### src/rtl/sram_mem_ctrl_if.sv
// rtl/sram_mem_ctrl_if.sv - load/store request/response bundle between EXE stage and SRAM controller
interface sram_mem_ctrl_if;
    logic        rd_en;
    logic        wr_en;
    logic [31:0] address;
    logic [31:0] write_data;
    logic [31:0] read_data;
    logic        ready;

    modport master (output rd_en, output wr_en, output address, output write_data,
                    input read_data, input ready);
    modport slave  (input rd_en, input wr_en, input address, input write_data,
                    output read_data, output ready);
endinterface

### src/rtl/sram_mem_ctrl.sv
// rtl/sram_mem_ctrl.sv - 32-bit load/store controller for a 16-bit asynchronous SRAM
module sram_mem_ctrl #(
    parameter int BASE_ADDR   = 1024,
    parameter int WAIT_CYCLES = 5
) (
    input  logic             clk,
    input  logic             rst,
    sram_mem_ctrl_if.slave   bus,
    output logic [17:0]      sram_addr,
    output logic [15:0]      sram_dq_out,
    input  logic [15:0]      sram_dq_in,
    output logic             sram_dq_oe,
    output logic             sram_we_n
);
    localparam int              CW   = $clog2(WAIT_CYCLES);
    localparam logic [CW-1:0]   LAST = CW'(WAIT_CYCLES - 1);
    localparam logic [CW-1:0]   HOLD = CW'(WAIT_CYCLES - 2);
    localparam logic [31:0]     BASE = 32'(BASE_ADDR);

    typedef enum logic [1:0] {IDLE, LOW, HIGH, DONE} state_t;

    state_t        state, next_state;
    logic [CW-1:0] counter;
    logic          op_write;
    logic [16:0]   word_idx;
    logic [31:0]   wdata;
    logic [15:0]   capture_lo;
    logic [31:0]   read_data_r;
    logic          req;
    logic [16:0]   idx_in;

    assign req       = bus.rd_en | bus.wr_en;
    assign idx_in    = 17'((bus.address - BASE) >> 2);
    assign bus.ready = ((state == IDLE) && !req) || (state == DONE);
    assign bus.read_data = read_data_r;

    always_ff @(posedge clk or negedge rst) begin
        if (!rst) state <= IDLE;
        else      state <= next_state;
    end

    always_comb begin
        next_state = state;
        case (state)
            IDLE:    if (req) next_state = LOW;
            LOW:     if (counter == LAST) next_state = HIGH;
            HIGH:    if (counter == LAST) next_state = DONE;
            DONE:    next_state = IDLE;
            default: next_state = IDLE;
        endcase
    end

    always_ff @(posedge clk or negedge rst) begin
        if (!rst) begin
            counter <= '0;
        end else if ((state == LOW || state == HIGH) && counter != LAST) begin
            counter <= counter + CW'(1);
        end else begin
            counter <= '0;
        end
    end

    // SRAM pins are registered so each phase's values appear on its first cycle.
    always_ff @(posedge clk or negedge rst) begin
        if (!rst) begin
            op_write    <= 1'b0;
            word_idx    <= '0;
            wdata       <= '0;
            capture_lo  <= '0;
            read_data_r <= '0;
            sram_addr   <= '0;
            sram_dq_out <= '0;
            sram_dq_oe  <= 1'b0;
            sram_we_n   <= 1'b1;
        end else begin
            case (state)
                IDLE: if (req) begin
                    op_write   <= bus.wr_en;
                    word_idx   <= idx_in;
                    wdata      <= bus.write_data;
                    sram_addr  <= {idx_in, 1'b0};
                    sram_dq_oe <= bus.wr_en;
                    sram_we_n  <= !bus.wr_en;
                    if (bus.wr_en) sram_dq_out <= bus.write_data[15:0];
                end
                LOW: begin
                    if (counter == LAST) begin
                        if (!op_write) capture_lo <= sram_dq_in;
                        sram_addr  <= {word_idx, 1'b1};
                        sram_we_n  <= !op_write;
                        if (op_write) sram_dq_out <= wdata[31:16];
                    end else if (counter == HOLD) begin
                        sram_we_n <= 1'b1;
                    end
                end
                HIGH: begin
                    if (counter == LAST) begin
                        if (!op_write) read_data_r <= {sram_dq_in, capture_lo};
                        sram_dq_oe <= 1'b0;
                        sram_we_n  <= 1'b1;
                    end else if (counter == HOLD) begin
                        sram_we_n <= 1'b1;
                    end
                end
                default: begin
                    sram_dq_oe <= 1'b0;
                    sram_we_n  <= 1'b1;
                end
            endcase
        end
    end
endmodule

### src/flat_wrapper.sv
// flat-port wrapper written by rule: the top's interface ports become plain ports
module sram_mem_ctrl_flat 
#(
    parameter int BASE_ADDR   = 1024,
    parameter int WAIT_CYCLES = 5
)
  (clk, rst, sram_addr, sram_dq_out, sram_dq_in, sram_dq_oe, sram_we_n, bus_rd_en, bus_wr_en, bus_address, bus_write_data, bus_read_data, bus_ready);
  sram_mem_ctrl_if bus_i ();
  input  logic clk;
  input  logic rst;
  output logic [17:0] sram_addr;
  output logic [15:0] sram_dq_out;
  input  logic [15:0] sram_dq_in;
  output logic sram_dq_oe;
  output logic sram_we_n;
  input wire logic [$bits(bus_i.rd_en)-1:0] bus_rd_en;
  input wire logic [$bits(bus_i.wr_en)-1:0] bus_wr_en;
  input wire logic [$bits(bus_i.address)-1:0] bus_address;
  input wire logic [$bits(bus_i.write_data)-1:0] bus_write_data;
  output wire logic [$bits(bus_i.read_data)-1:0] bus_read_data;
  output wire logic [$bits(bus_i.ready)-1:0] bus_ready;
  assign bus_i.rd_en = bus_rd_en;
  assign bus_i.wr_en = bus_wr_en;
  assign bus_i.address = bus_address;
  assign bus_i.write_data = bus_write_data;
  assign bus_read_data = bus_i.read_data;
  assign bus_ready = bus_i.ready;
  sram_mem_ctrl #(.BASE_ADDR(BASE_ADDR), .WAIT_CYCLES(WAIT_CYCLES)) u_core (.clk(clk), .rst(rst), .bus(bus_i), .sram_addr(sram_addr), .sram_dq_out(sram_dq_out), .sram_dq_in(sram_dq_in), .sram_dq_oe(sram_dq_oe), .sram_we_n(sram_we_n));
endmodule
### config.mk
export PLATFORM = sky130hd
export DESIGN_NAME = sram_mem_ctrl_flat
export DESIGN_NICKNAME = d
export VERILOG_FILES = /design/src/rtl/sram_mem_ctrl_if.sv /design/src/rtl/sram_mem_ctrl.sv /design/src/flat_wrapper.sv
export SDC_FILE = /design/constraint.sdc
export NUM_CORES = 1
export LEC_CHECK = 0
export CORE_MARGIN = 10
export CORE_UTILIZATION = 43
export CTS_CLUSTER_SIZE = 16
export DETAILED_ROUTE_END_ITERATION = 8
export PLACE_DENSITY = 0.82
export SYNTH_ARGS = -nofsm -noshare
export SYNTH_HDL_FRONTEND = slang
export SYNTH_SLANG_ARGS = --single-unit
export TNS_END_PERCENT = 100
### constraint.sdc
create_clock -name clk -period 1.75 [get_ports clk]
set_input_delay 0.525 -clock clk [delete_from_list [all_inputs] [get_ports clk]]
set_output_delay 0.525 -clock clk [all_outputs]
set_load 0.05 [all_outputs]
## After elaboration in Yosys (flattened, before gate mapping)

Index checks and enable logic that the tools add are counted.

| operators by class | value |
|---|---|
| add/subtract/negate cells | 2 |
| equality and inequality tests | 11 |
| multiplexer cells | 21 |
| bitwise logic cells | 3 |
| reduce and logical (&&, ||, !) cells | 16 |

Operator list:

| kind | number |
|---|---|
| 16-bit 2-to-1 mux | 4 |
| 18-bit 2-to-1 mux | 2 |
| 18-bit case mux with 2 select lines | 1 |
| 16-bit case mux with 2 select lines | 1 |
| 19-bit by 11-bit subtractor with 19-bit output (second input constant) | 1 |
| 3-bit AND reduction | 5 |
| 2-bit by 1-bit != test with 1-bit output (second input constant) | 4 |
| 2-bit case mux with 4 select lines | 1 |
| 1-bit 2-to-1 mux | 6 |
| 2-bit 2-to-1 mux | 3 |
| 1-bit case mux with 3 select lines | 2 |
| 5-bit AND reduction | 1 |
| 2-bit == test (second input constant) | 2 |
| 3-bit by 1-bit adder with 3-bit output (second input constant) | 1 |
| 3-bit by 2-bit == test with 1-bit output (second input constant) | 1 |
| 3-bit == test (second input constant) | 1 |
| 1-bit logical NOT | 3 |
| 3-bit 2-to-1 mux | 1 |
| 3-bit != test (second input constant) | 1 |
| 2-bit by 1-bit == test with 1-bit output (second input constant) | 1 |
| 1-bit logical AND | 2 |
| 2-bit logical NOT | 1 |
| 1-bit logical OR | 2 |
| 2-bit != test (second input constant) | 1 |
| other kinds (4) | 5 |

| word-level totals | value |
|---|---|
| register bits after elaboration | 139 |
| input port bits | 84 |

## Longest topological paths before layout

| depth | value |
|---|---|
| depth in word-level cells | 4 |
| gate-level depth with buffers | 9 |

## Worst setup path before layout

Ideal clock, no wire load.

| path | value |
|---|---|
| kind | register -> output |
| start point | reg u_core.state[0] |
| end point | out bus_ready |
| data arrival time | 1.601 ns |
| required time | 1.225 ns |
| slack | -0.376 ns |
| cell stages (with the launch flop) | 7 |
| path buffers | 2 |
| cell sequence | dfrtp_1 -> inv_1 -> ha_1 -> buf_4 -> or3b_1 -> buf_6 -> nand2b_1 |

| on the way | value |
|---|---|
| longest elaborated chain between the ends | 3 |
| elaborated cells on any way between the ends | 4 |

RTL lines:

| item | RTL line | RTL |
|---|---|---|
| start: declaration | sram_mem_ctrl.sv:22 | `state_t state, next_state;` |
| start signal: assignment | sram_mem_ctrl.sv:39 | `else state <= next_state;` |
| 2-bit logical NOT | sram_mem_ctrl.sv:34 | `assign bus.ready = ((state == IDLE) && !req) \|\| (state == DONE);` |
| 1-bit logical AND | sram_mem_ctrl.sv:34 |  |
| 1-bit logical OR * | sram_mem_ctrl.sv:34 |  |
| end: declaration | flat_wrapper.sv:21 | `output wire logic [$bits(bus_i.ready)-1:0] bus_ready;` |

Mark *: on every way between the ends. The rest lies on a longest branch, timed or not.

## Worst setup path in the final report

Same ends and word-level chain as after synthesis.

==> qor.csv <==
metric,value,unit
path_class,flop to output port,
grt_max_degree,54,
syn_inst,401,
cp-startpoint,u_core.state[0],
cap_violations,0,
power_frac_clock,18.5,%
avgRoutedWirePerCell,19.8,um
hold_buffers,0,
grt_usage,17.8,%
layout_commonest_cell,dfrtp_1,
drive_gt1_share,42.7,%
cts_tree,built,
slew_viol_final,0,
hold_ws,116,ps
final_cell_mix,"122 x dfrtp_1, 77 x buf_12, 71 x mux2_2",
fin_crit_sh,124,%
synth_top_flop_cell,dfrtp_1,
dr_total_vias,3826,
postSynthAreaPerCell,12.9,sq um
slowest_delay,390,ps
ctsHtreeMaxLevel,4,
worst-r2r-cell-count,8,
final_cells,740,
syn_nets,493,
numCtsBuffers,17,
place_congestion,0.780,
hold_viol_final,0,
dp_cells,697,
diodes,0,
io_pins,153,
dr.pass1.iters,4,
power_switching,7.70,mW
ir_worst_vdd,1280,uV
dp_slack,-455,ps
route.detailed.drc,0,
status,finished with violations,
wirelength,14600,um
setup_viol,13,
finalPower,19.9,mW
skew,6.60,ps
start_kind,flop,
drtIter0Drc,236,
core,11900,sq um
start_util,43.5,%
reg2reg_slack,-70,ps
critPathRequiredTime,1220,ps
crit_buf_inv,2,
first_global_vias,4236,
gr-total-overflow,0,
period_minus_slack,2170,ps
synth_top_area_share,58.9,%
path_max_fanout,2,
p_leak,3.80,nW
worstSetupEndpointType,output port,
via_per_inst,5.17,
fmax,0.460,GHz
insertion_delay,410,ps
worst_pin_slew,340,ps
p_sw_share,38.6,%
die-area,16900,sq um
nets,674,
yosysUniqueCellTypes,45,
reg2reg_from,u_core.state[0],
synthTopCellsByArea,"dfrtp_1 59%, mux2_2 16%, nor2_1 3.3%",
critPathTopFamily,simple AND/OR/NAND/NOR gates,
maxSlewHeadroom,77.3,%
cts.sinks,123,
antenna_left,0,
die_w,130,um
rows,40,
rsz0062_at_grt,true,
p_int,12.2,mW
violations,setup timing,
path_clk_slew,50,ps
ys_warn_count,0,
combPwrFrac,53.5,%
ys_ff_latch,123,
r2r-end,u_core.sram_addr[3],
die_y,130,um
post-dp-hpwl,10200,um
synth-edff-count,0,
cpMaxStageDelayCell,dfrtp_1,
grt_pass1_wl,23200,um
power.density,2320,nW/um^2
arrival,1650,ps
path_cells,"inv_2, ha_4, or3b_4, nand2b_4, buf_12",
root_buffer,clkbuf_16,
numPortBuffers,137,
p_seq_share,28.0,%
fin_ws,-422,ps
antenna_found_initial,0,
synth_top_cell_by_area,dfrtp_1,
hold_path.class,input port to asynchronous set/reset pin,
clock_path_buffers,2,
seq_area_frac_synth,59.4,%
synth_area,5190,sq um
area_delta_synth_final,65.6,%
async_flop_share,100,%
## state kept, by name, indices dropped and copies added, names as in the netlist
name,cells
u_core.state,2
u_core.wdata,16
u_core.counter,3
u_core.op_write,1
u_core.sram_dq_oe,1
u_core.sram_addr,18
u_core.sram_we_n,1
u_core.capture_lo,16
u_core.sram_dq_out,16
u_core.word_idx,17
u_core.bus.read_data,32
## logic make-up (layout without fill, tap and decap cells)
kind of cell               count (synthesis)  after routing  synth area share [%]
AOI/OAI and AO/OA                         57             57                  7.19
and+or+nand+nor                           88             88                  7.62
buffers and inverters                     27            219                  3.23
adders and majority gates                  8              8                  1.93
xor gates and xnor gates                   6              6                  1.01
muxes                                     92             92                  19.6
DFF                                      123            123                  59.4
## final cells by class
type	instances	area, sq um
Clock buffer	22	484
Clock inverter	8	140
Fill cell	797	3320
Inverter	9	33.8
Multi-Input combinational cell	251	2130
Sequential cell	123	3080
Tap cell	147	184
Timing Repair Buffer	180	2540
## per-layer routing
| metal | GRT usage [%] | wire length, um |
|---|---|---|
| met5 | 0 | 0 |
| met4 | 4.23 | 136 |
| met3 | 8.56 | 1270 |
| met2 | 31.0 | 7760 |
| met1 | 19.2 | 5460 |
## per-stage QoR
step | instance area (sq um) | TNS (ps) | utilization [%]
final | 8590 | -795 | 72.1
after global routing | 8590 | -1850 | 72.1
after CTS | 8430 | -460 | 70.7
after detailed placement | 7640 | -17750 | 64.1
after global placement | 7640 | -14780 | 64.1
after floorplan | 5200 | -175 | -
## power by group through the flow
stage                     Sequential [mW]  Clock [mW]  Combinational, mW
after floorplan                      7.67           0               2.80
after global placement               5.43           0               9.77
after detailed placement             5.57           0               10.0
after CTS                            5.56        3.74               10.5
after global routing                 5.75        3.90               11.2
final                                5.59        3.69               10.7
## cell usage after synthesis, types with 7 or more instances
cell     number
buf_2         8
buf_6         7
o22ai_1       8
nand2_1      19
ha_1          8
mux2_2       73
o21ai_0      11
inv_1         9
a21oi_1      20
dfrtp_1     122
mux2i_1      17
nor2_1       46
## worst max-delay path by stage
stage                                end  slack (ps)  cells after the start
finish                         bus_ready        -420                      5
global route                   bus_ready        -470                      5
CTS                            bus_ready        -420                      5
detailed placement  u_core.sram_addr[17]        -450                      7
global placement    u_core.sram_addr[17]        -410                      7
floorplan                      bus_ready        -150                      6
## what timing repair did
action | 4_1_cts | 5_1_grt
endpoints found under the setup margin | 47 | 72
pin swaps | 1 | 3
gates cloned | 2 | 0
gates resized for setup | 14 | 26
setup buffers | 5 | 6
Note: power is estimated with default switching activity, not from simulation.
